--- src/rtl/io_handshake_controller_pkg.sv ---
// Shared definitions for the push-button handshake sequencer: FSM encodings,
// the default debounce length and a small edge-detect helper.
package io_handshake_controller_pkg;

  typedef enum logic [1:0] {
    IO_IDLE    = 2'd0,
    IO_ARMED   = 2'd1,
    IO_FIRE    = 2'd2,
    IO_RELEASE = 2'd3
  } io_state_e;

  // 10 ms at 50 MHz
  localparam int unsigned DEFAULT_DEBOUNCE_CYCLES = 500000;

  function automatic logic rising(input logic now_level, input logic prev_level);
    return now_level & ~prev_level;
  endfunction

endpackage

--- src/rtl/io_handshake_controller_button_debouncer.sv ---
// Two-flop synchronizer followed by a stable-level debouncer: a level change is
// accepted only after DEBOUNCE_CYCLES consecutive differing synchronized samples.
module button_debouncer
  import io_handshake_controller_pkg::*;
#(
  parameter int unsigned DEBOUNCE_CYCLES = DEFAULT_DEBOUNCE_CYCLES,
  parameter int unsigned CNT_WIDTH       = 19
) (
  input  logic clock,
  input  logic reset,
  input  logic raw,
  output logic stable
);

  localparam logic [CNT_WIDTH-1:0] CNT_LAST = CNT_WIDTH'(DEBOUNCE_CYCLES - 1);

  logic                 sync1_r;
  logic                 sync2_r;
  logic                 stable_r;
  logic [CNT_WIDTH-1:0] cnt_r;

  // Metastability guard for the asynchronous key input
  always_ff @(posedge clock or negedge reset) begin
    if (!reset) begin
      sync1_r <= 1'b0;
      sync2_r <= 1'b0;
    end else begin
      sync1_r <= raw;
      sync2_r <= sync1_r;
    end
  end

  // Count consecutive disagreeing samples; adopt the new level on the last one
  always_ff @(posedge clock or negedge reset) begin
    if (!reset) begin
      cnt_r    <= {CNT_WIDTH{1'b0}};
      stable_r <= 1'b0;
    end else if (sync2_r == stable_r) begin
      cnt_r    <= {CNT_WIDTH{1'b0}};
      stable_r <= stable_r;
    end else if (cnt_r == CNT_LAST) begin
      cnt_r    <= {CNT_WIDTH{1'b0}};
      stable_r <= sync2_r;
    end else begin
      cnt_r    <= cnt_r + {{(CNT_WIDTH-1){1'b0}}, 1'b1};
      stable_r <= stable_r;
    end
  end

  assign stable = stable_r;

endmodule

--- src/rtl/io_handshake_controller.sv ---
// Turns one debounced key press into exactly one confirmation or continue pulse
// per OUTPUT/INPUT/PAUSE instruction; a held key never acknowledges twice.
module io_handshake_controller
  import io_handshake_controller_pkg::*;
#(
  parameter int unsigned DEBOUNCE_CYCLES = DEFAULT_DEBOUNCE_CYCLES,
  parameter int unsigned CNT_WIDTH       = 19
) (
  input  logic       clock,
  input  logic       reset,
  input  logic       raw_confirm_button,
  input  logic       raw_continue_button,
  input  logic       is_input,
  input  logic       is_output,
  output logic       confirmation,
  output logic       continue_button,
  output logic       waiting,
  output logic [1:0] io_state
);

  logic      conf_stable_s;
  logic      cont_stable_s;
  logic      conf_prev_r;
  logic      cont_prev_r;
  logic      pause_req_s;
  logic      io_req_s;
  logic      req_s;
  logic      sel_stable_s;
  logic      sel_edge_s;
  io_state_e state_r;
  logic      confirmation_r;
  logic      continue_button_r;
  logic      waiting_r;

  button_debouncer #(.DEBOUNCE_CYCLES(DEBOUNCE_CYCLES), .CNT_WIDTH(CNT_WIDTH)) u_confirm_db (
    .clock  (clock),
    .reset  (reset),
    .raw    (raw_confirm_button),
    .stable (conf_stable_s)
  );

  button_debouncer #(.DEBOUNCE_CYCLES(DEBOUNCE_CYCLES), .CNT_WIDTH(CNT_WIDTH)) u_continue_db (
    .clock  (clock),
    .reset  (reset),
    .raw    (raw_continue_button),
    .stable (cont_stable_s)
  );

  // Request decode and selection of the key that matters for this instruction
  always_comb begin
    pause_req_s  = is_input & is_output;
    io_req_s     = is_input ^ is_output;
    req_s        = pause_req_s | io_req_s;
    sel_stable_s = pause_req_s ? cont_stable_s : conf_stable_s;
    sel_edge_s   = pause_req_s ? rising(cont_stable_s, cont_prev_r)
                               : rising(conf_stable_s, conf_prev_r);
  end

  // Previous debounced levels, kept per key so switching selection cannot fake an edge
  always_ff @(posedge clock or negedge reset) begin
    if (!reset) begin
      conf_prev_r <= 1'b0;
      cont_prev_r <= 1'b0;
    end else begin
      conf_prev_r <= conf_stable_s;
      cont_prev_r <= cont_stable_s;
    end
  end

  // Handshake FSM with outputs registered alongside the state
  always_ff @(posedge clock or negedge reset) begin
    if (!reset) begin
      state_r           <= IO_IDLE;
      confirmation_r    <= 1'b0;
      continue_button_r <= 1'b0;
      waiting_r         <= 1'b0;
    end else begin
      confirmation_r    <= 1'b0;
      continue_button_r <= 1'b0;
      waiting_r         <= 1'b0;
      case (state_r)
        IO_IDLE: begin
          // arming only with the key up keeps a held key from acknowledging twice
          if (req_s && !sel_stable_s) begin
            state_r   <= IO_ARMED;
            waiting_r <= 1'b1;
          end else begin
            state_r <= IO_IDLE;
          end
        end
        IO_ARMED: begin
          if (!req_s) begin
            state_r <= IO_IDLE;
          end else if (sel_edge_s) begin
            state_r           <= IO_FIRE;
            confirmation_r    <= ~pause_req_s;
            continue_button_r <= pause_req_s;
          end else begin
            state_r   <= IO_ARMED;
            waiting_r <= 1'b1;
          end
        end
        IO_FIRE: begin
          state_r <= IO_RELEASE;
        end
        IO_RELEASE: begin
          if (!sel_stable_s) begin
            state_r <= IO_IDLE;
          end else begin
            state_r <= IO_RELEASE;
          end
        end
        default: begin
          state_r <= IO_IDLE;
        end
      endcase
    end
  end

  assign confirmation    = confirmation_r;
  assign continue_button = continue_button_r;
  assign waiting         = waiting_r;
  assign io_state        = state_r;

endmodule
--- config.mk ---
export PLATFORM = sky130hd
export DESIGN_NAME = io_handshake_controller
export DESIGN_NICKNAME = d
export VERILOG_FILES = /design/src/rtl/io_handshake_controller_pkg.sv /design/src/rtl/io_handshake_controller_button_debouncer.sv /design/src/rtl/io_handshake_controller.sv
export SDC_FILE = /design/constraint.sdc
export NUM_CORES = 1
export LEC_CHECK = 0
export ABC_CLOCK_PERIOD_IN_PS = 2200
export CAP_MARGIN = 20
export CORE_AREA = 2 2 76 78
export CTS_CLUSTER_SIZE = 25
export DETAILED_ROUTE_END_ITERATION = 12
export DIE_AREA = 0 0 78 80
export SLEW_MARGIN = 20
export SYNTH_ARGS = -nofsm -noshare
export SYNTH_HDL_FRONTEND = slang
export SYNTH_SLANG_ARGS = --single-unit
--- constraint.sdc ---
create_clock -name clock -period 2.2 [get_ports clock]
set_input_delay 0.44 -clock clock [delete_from_list [all_inputs] [get_ports clock]]
set_output_delay 0.44 -clock clock [all_outputs]
set_load 0.02 [all_outputs]
==> summary.txt <==
Status
  – Status: complete, no violations

Synthesis
  – Cell taking the most area after synthesis: dfrtp_1
  – Yosys cell types: 38
  – Sequential area share after synthesis: 52.9%
  – Largest cells by area after synthesis: dfrtp_1 (53%), xnor2_1 (8.4%), nor2_1 (5.8%)
  – Post-synth top cells: dfrtp_1 (51), nor2_1 (37), xnor2_1 (23), nand3_1 (15), nand4_1 (10)
  – Mean post-synth cell area: 10.7 sq um
  – Synth Cell Area: between 2000 and 2500 sq um
  – Number of synthesis warnings: 0
  – Syn_nets: 234
  – Post-Syn Instances: 226
  – Asr flop ratio synth: 100%
  – Number of flops mapped to enable cells by yosys: 0
  – Most common cell in the netlist: dfrtp_1
  – Ys flop type: dfrtp_1
  – Yosys reg bits: 51
  – Share of the synthesized area in the top cell type: 52.9%

Finish
  – Post-synthesis to final-layout area growth: 12.7%
  – Filler cells: 525
  – Diode count: 0
  – Layout cells sized above 1: about a tenth
  – # nets final: 254
  – Post-route cell area: 2720 sq um

Routing
  – Antenna Nets Post-Route: 0
  – Via count: 1670
  – Routed vias/inst: 5.24
  – DR iter-0 viols: 58
  – DRT Pass-1 Iters: 4
  – Number of remaining DRC errors: 0
  – Total routed wirelength: about 4.2 mm
  – WL/cell: between 10 and 15 um

Power and ir drop
  – Pleak: 1.12 nW
  – Peak VDD IR: 0.278 mV
  – Power Dens Cells: 577 nW/um^2

Clock network
  – H-tree depth: 2
  – Post-CTS Resized: 0
  – TritonCTS clock tree: yes
  – # Post-CTS Setup Buffers: 0
  – Root buffer cell: clkbuf_8
  – Longest Clk Path Bufs: 2
  – Clk_lat worst skew: between 0.3 and 0.4 ns
  – CTS Sinks: 51
  – Clock slew at reported path FFs: 0.09 ns
  – Cts hold-fix bufs: 0
  – TritonCTS Buffers: 5

Timing
  – Final hold violation count: 0
  – Min Tclk post-route: 1.80 ns
  – Slew headroom: 58.7%
  – Tcrit/Tclk final: 82.0%
  – Setup tns final: 0 ns
  – Max Slew Vio Count: 0
  – RSZ-0062 raised after global routing: no
  – Final Setup Violations: 0
  – Clock Skew: 0.00733 ns
  – Fmax: 0.554 GHz
  – Setup ws final: 0.395 ns
  – Hold WS: about 0.13 ns
  – Worst Max-Slew Pin Slew: around 0.61 ns

Die
  – IO Count: 11
  – Die height: 80 um
  – Die X: slightly below 80 um
  – Core ar.: 5410 sq um
  – Initial Utilization: between 40 and 50%
  – Die Outline Area: between 6000 and 7000 sq um
  – Cell row count: 27

GRT
  – Vias in the first global route: 1545
  – Overall Global Routing Usage: 15.1%
  – Grt total ovfl: 0
  – Largest net degree at the start of global routing: 28
  – Wire length of the first global-routing pass: 7.31 mm
  – Antenna violations before repair: 0

Setup path
  – Critical path required time: 2.43 ns
  – Crit path launch type: flop
  – Setup crit end kind: flop
  – CP max FO: 9
  – WP data arrival: 2.04 ns
  – Slowest stage delay, CP: roughly 0.44 ns
  – CP Cell Sequence: ha_1, nand4_2, nor2_1, or4b_1, a21oi_1
  – WS Path Type: flop to flop
  – CP max-delay cell: or4b_1

Min path
  – Hold Path Class: input port to asynchronous set/reset pin

Placed design
  – HPWL after DPL: 2.97 mm
  – Placed cell areas: 2630 sq um
  – Pre-CTS setup slack: approximately 0.20 ns
  – Gpl congestion: 0.764
  – Port buffer count: 10

Flow run
  – Max-cap violations: 0
[layout by cell type (no fill, tap or decap), types with 5 or more instances in the layout]
master and count:
a21oi_1 6, buf_4 5, clkbuf_8 5, clkdlybuf4s50_1 9, dfrtp_1 51, inv_1 8, nand2_1 8, nand3_1 15
nand4_1 10, nor2_1 37, nor3_1 6, nor4_1 9, xnor2_1 23, xor2_1 8
[state kept, by name (all words and copies together) (netlist names)]
signal                 cells
u_confirm_db.cnt_r        19
u_continue_db.cnt_r       19
io_state                   2
conf_prev_r                1
confirmation               1
cont_prev_r                1
continue_button            1
u_confirm_db.stable        1
u_confirm_db.sync1_r       1
u_confirm_db.sync2_r       1
u_continue_db.stable       1
u_continue_db.sync1_r      1
u_continue_db.sync2_r      1
waiting                    1
[metrics by stage]
| stage | total power [mW] | std cells | util [%] |
|---|---|---|---|
| floorplan | 1.02 | 226 | - |
| global placement | 1.06 | 311 | 48.7 |
| detailed placement | 1.06 | 311 | 48.7 |
| CTS | 1.59 | 319 | 50.3 |
| global route | 1.65 | 319 | 50.3 |
| finish | 1.57 | 319 | 50.3 |
[report_power, final]
group / total, mW / switching (mW) / internal (mW) / leakage (nW)
Combinational: 0.0789 / 0.0471 / 0.0318 / 0.386
Clock: 0.526 / 0.307 / 0.218 / 0.0477
Sequential: 0.963 / 0.0119 / 0.951 / 0.691
Total: 1.57 / 0.367 / 1.20 / 1.12
[path summary, 6_finish.rpt]
check                      cells after the start                      to                   from  slack (ns)
max reg2reg                                    5  u_confirm_db.cnt_r[18]  u_confirm_db.cnt_r[0]        0.40
min in group clock                             0   u_continue_db.sync2_r  u_continue_db.sync1_r        0.35
max                                            5  u_confirm_db.cnt_r[18]  u_confirm_db.cnt_r[0]        0.40
max in group asynchronous                      2  u_continue_db.cnt_r[9]                  reset        1.54
min                                            1  u_confirm_db.cnt_r[10]                  reset        0.13
min reg2reg                                    0   u_continue_db.sync2_r  u_continue_db.sync1_r        0.35
[layout make-up]
class / instances / area [sq um] / area share, %
clock buffers: 5 / 68.8 / 2.53
well taps: 72 / 90.1 / 3.31
multi-input cells: 164 / 1080 / 39.9
inverters: 8 / 30.0 / 1.10
flip-flops and latches: 51 / 1280 / 47.0
clock inverters: 3 / 15.0 / 0.552
repair buffers: 16 / 153 / 5.62
[critical path, delay by kind of cell (launching register included)]
kind / cells / cell delay, ns
compound gates: 1 / 0.15
fa+ha+maj: 1 / 0.23
flops: 1 / 0.39
simple gates: 3 / 0.96
[metal layers]
layer	up-vias	track usage, %	share of wire (%)
li1	836	-	-
met1	795	21.4	51
met2	32	22.0	44
met3	7	4.19	3.7
met4	0	5.79	1.4
met5	-	0	0
[logic make-up (layout without fill, tap and decap cells)]
logic type / Yosys count / after routing / synth area share, %
fa+ha+maj: 2 / 2 / 1.04
buf+inv: 11 / 32 / 2.13
compound gates: 16 / 16 / 5.03
simple gates: 110 / 110 / 24.9
flops: 51 / 51 / 52.9
xor+xnor: 31 / 31 / 11.3
mux: 5 / 5 / 2.75
Note: power is estimated with default switching activity, not from simulation.
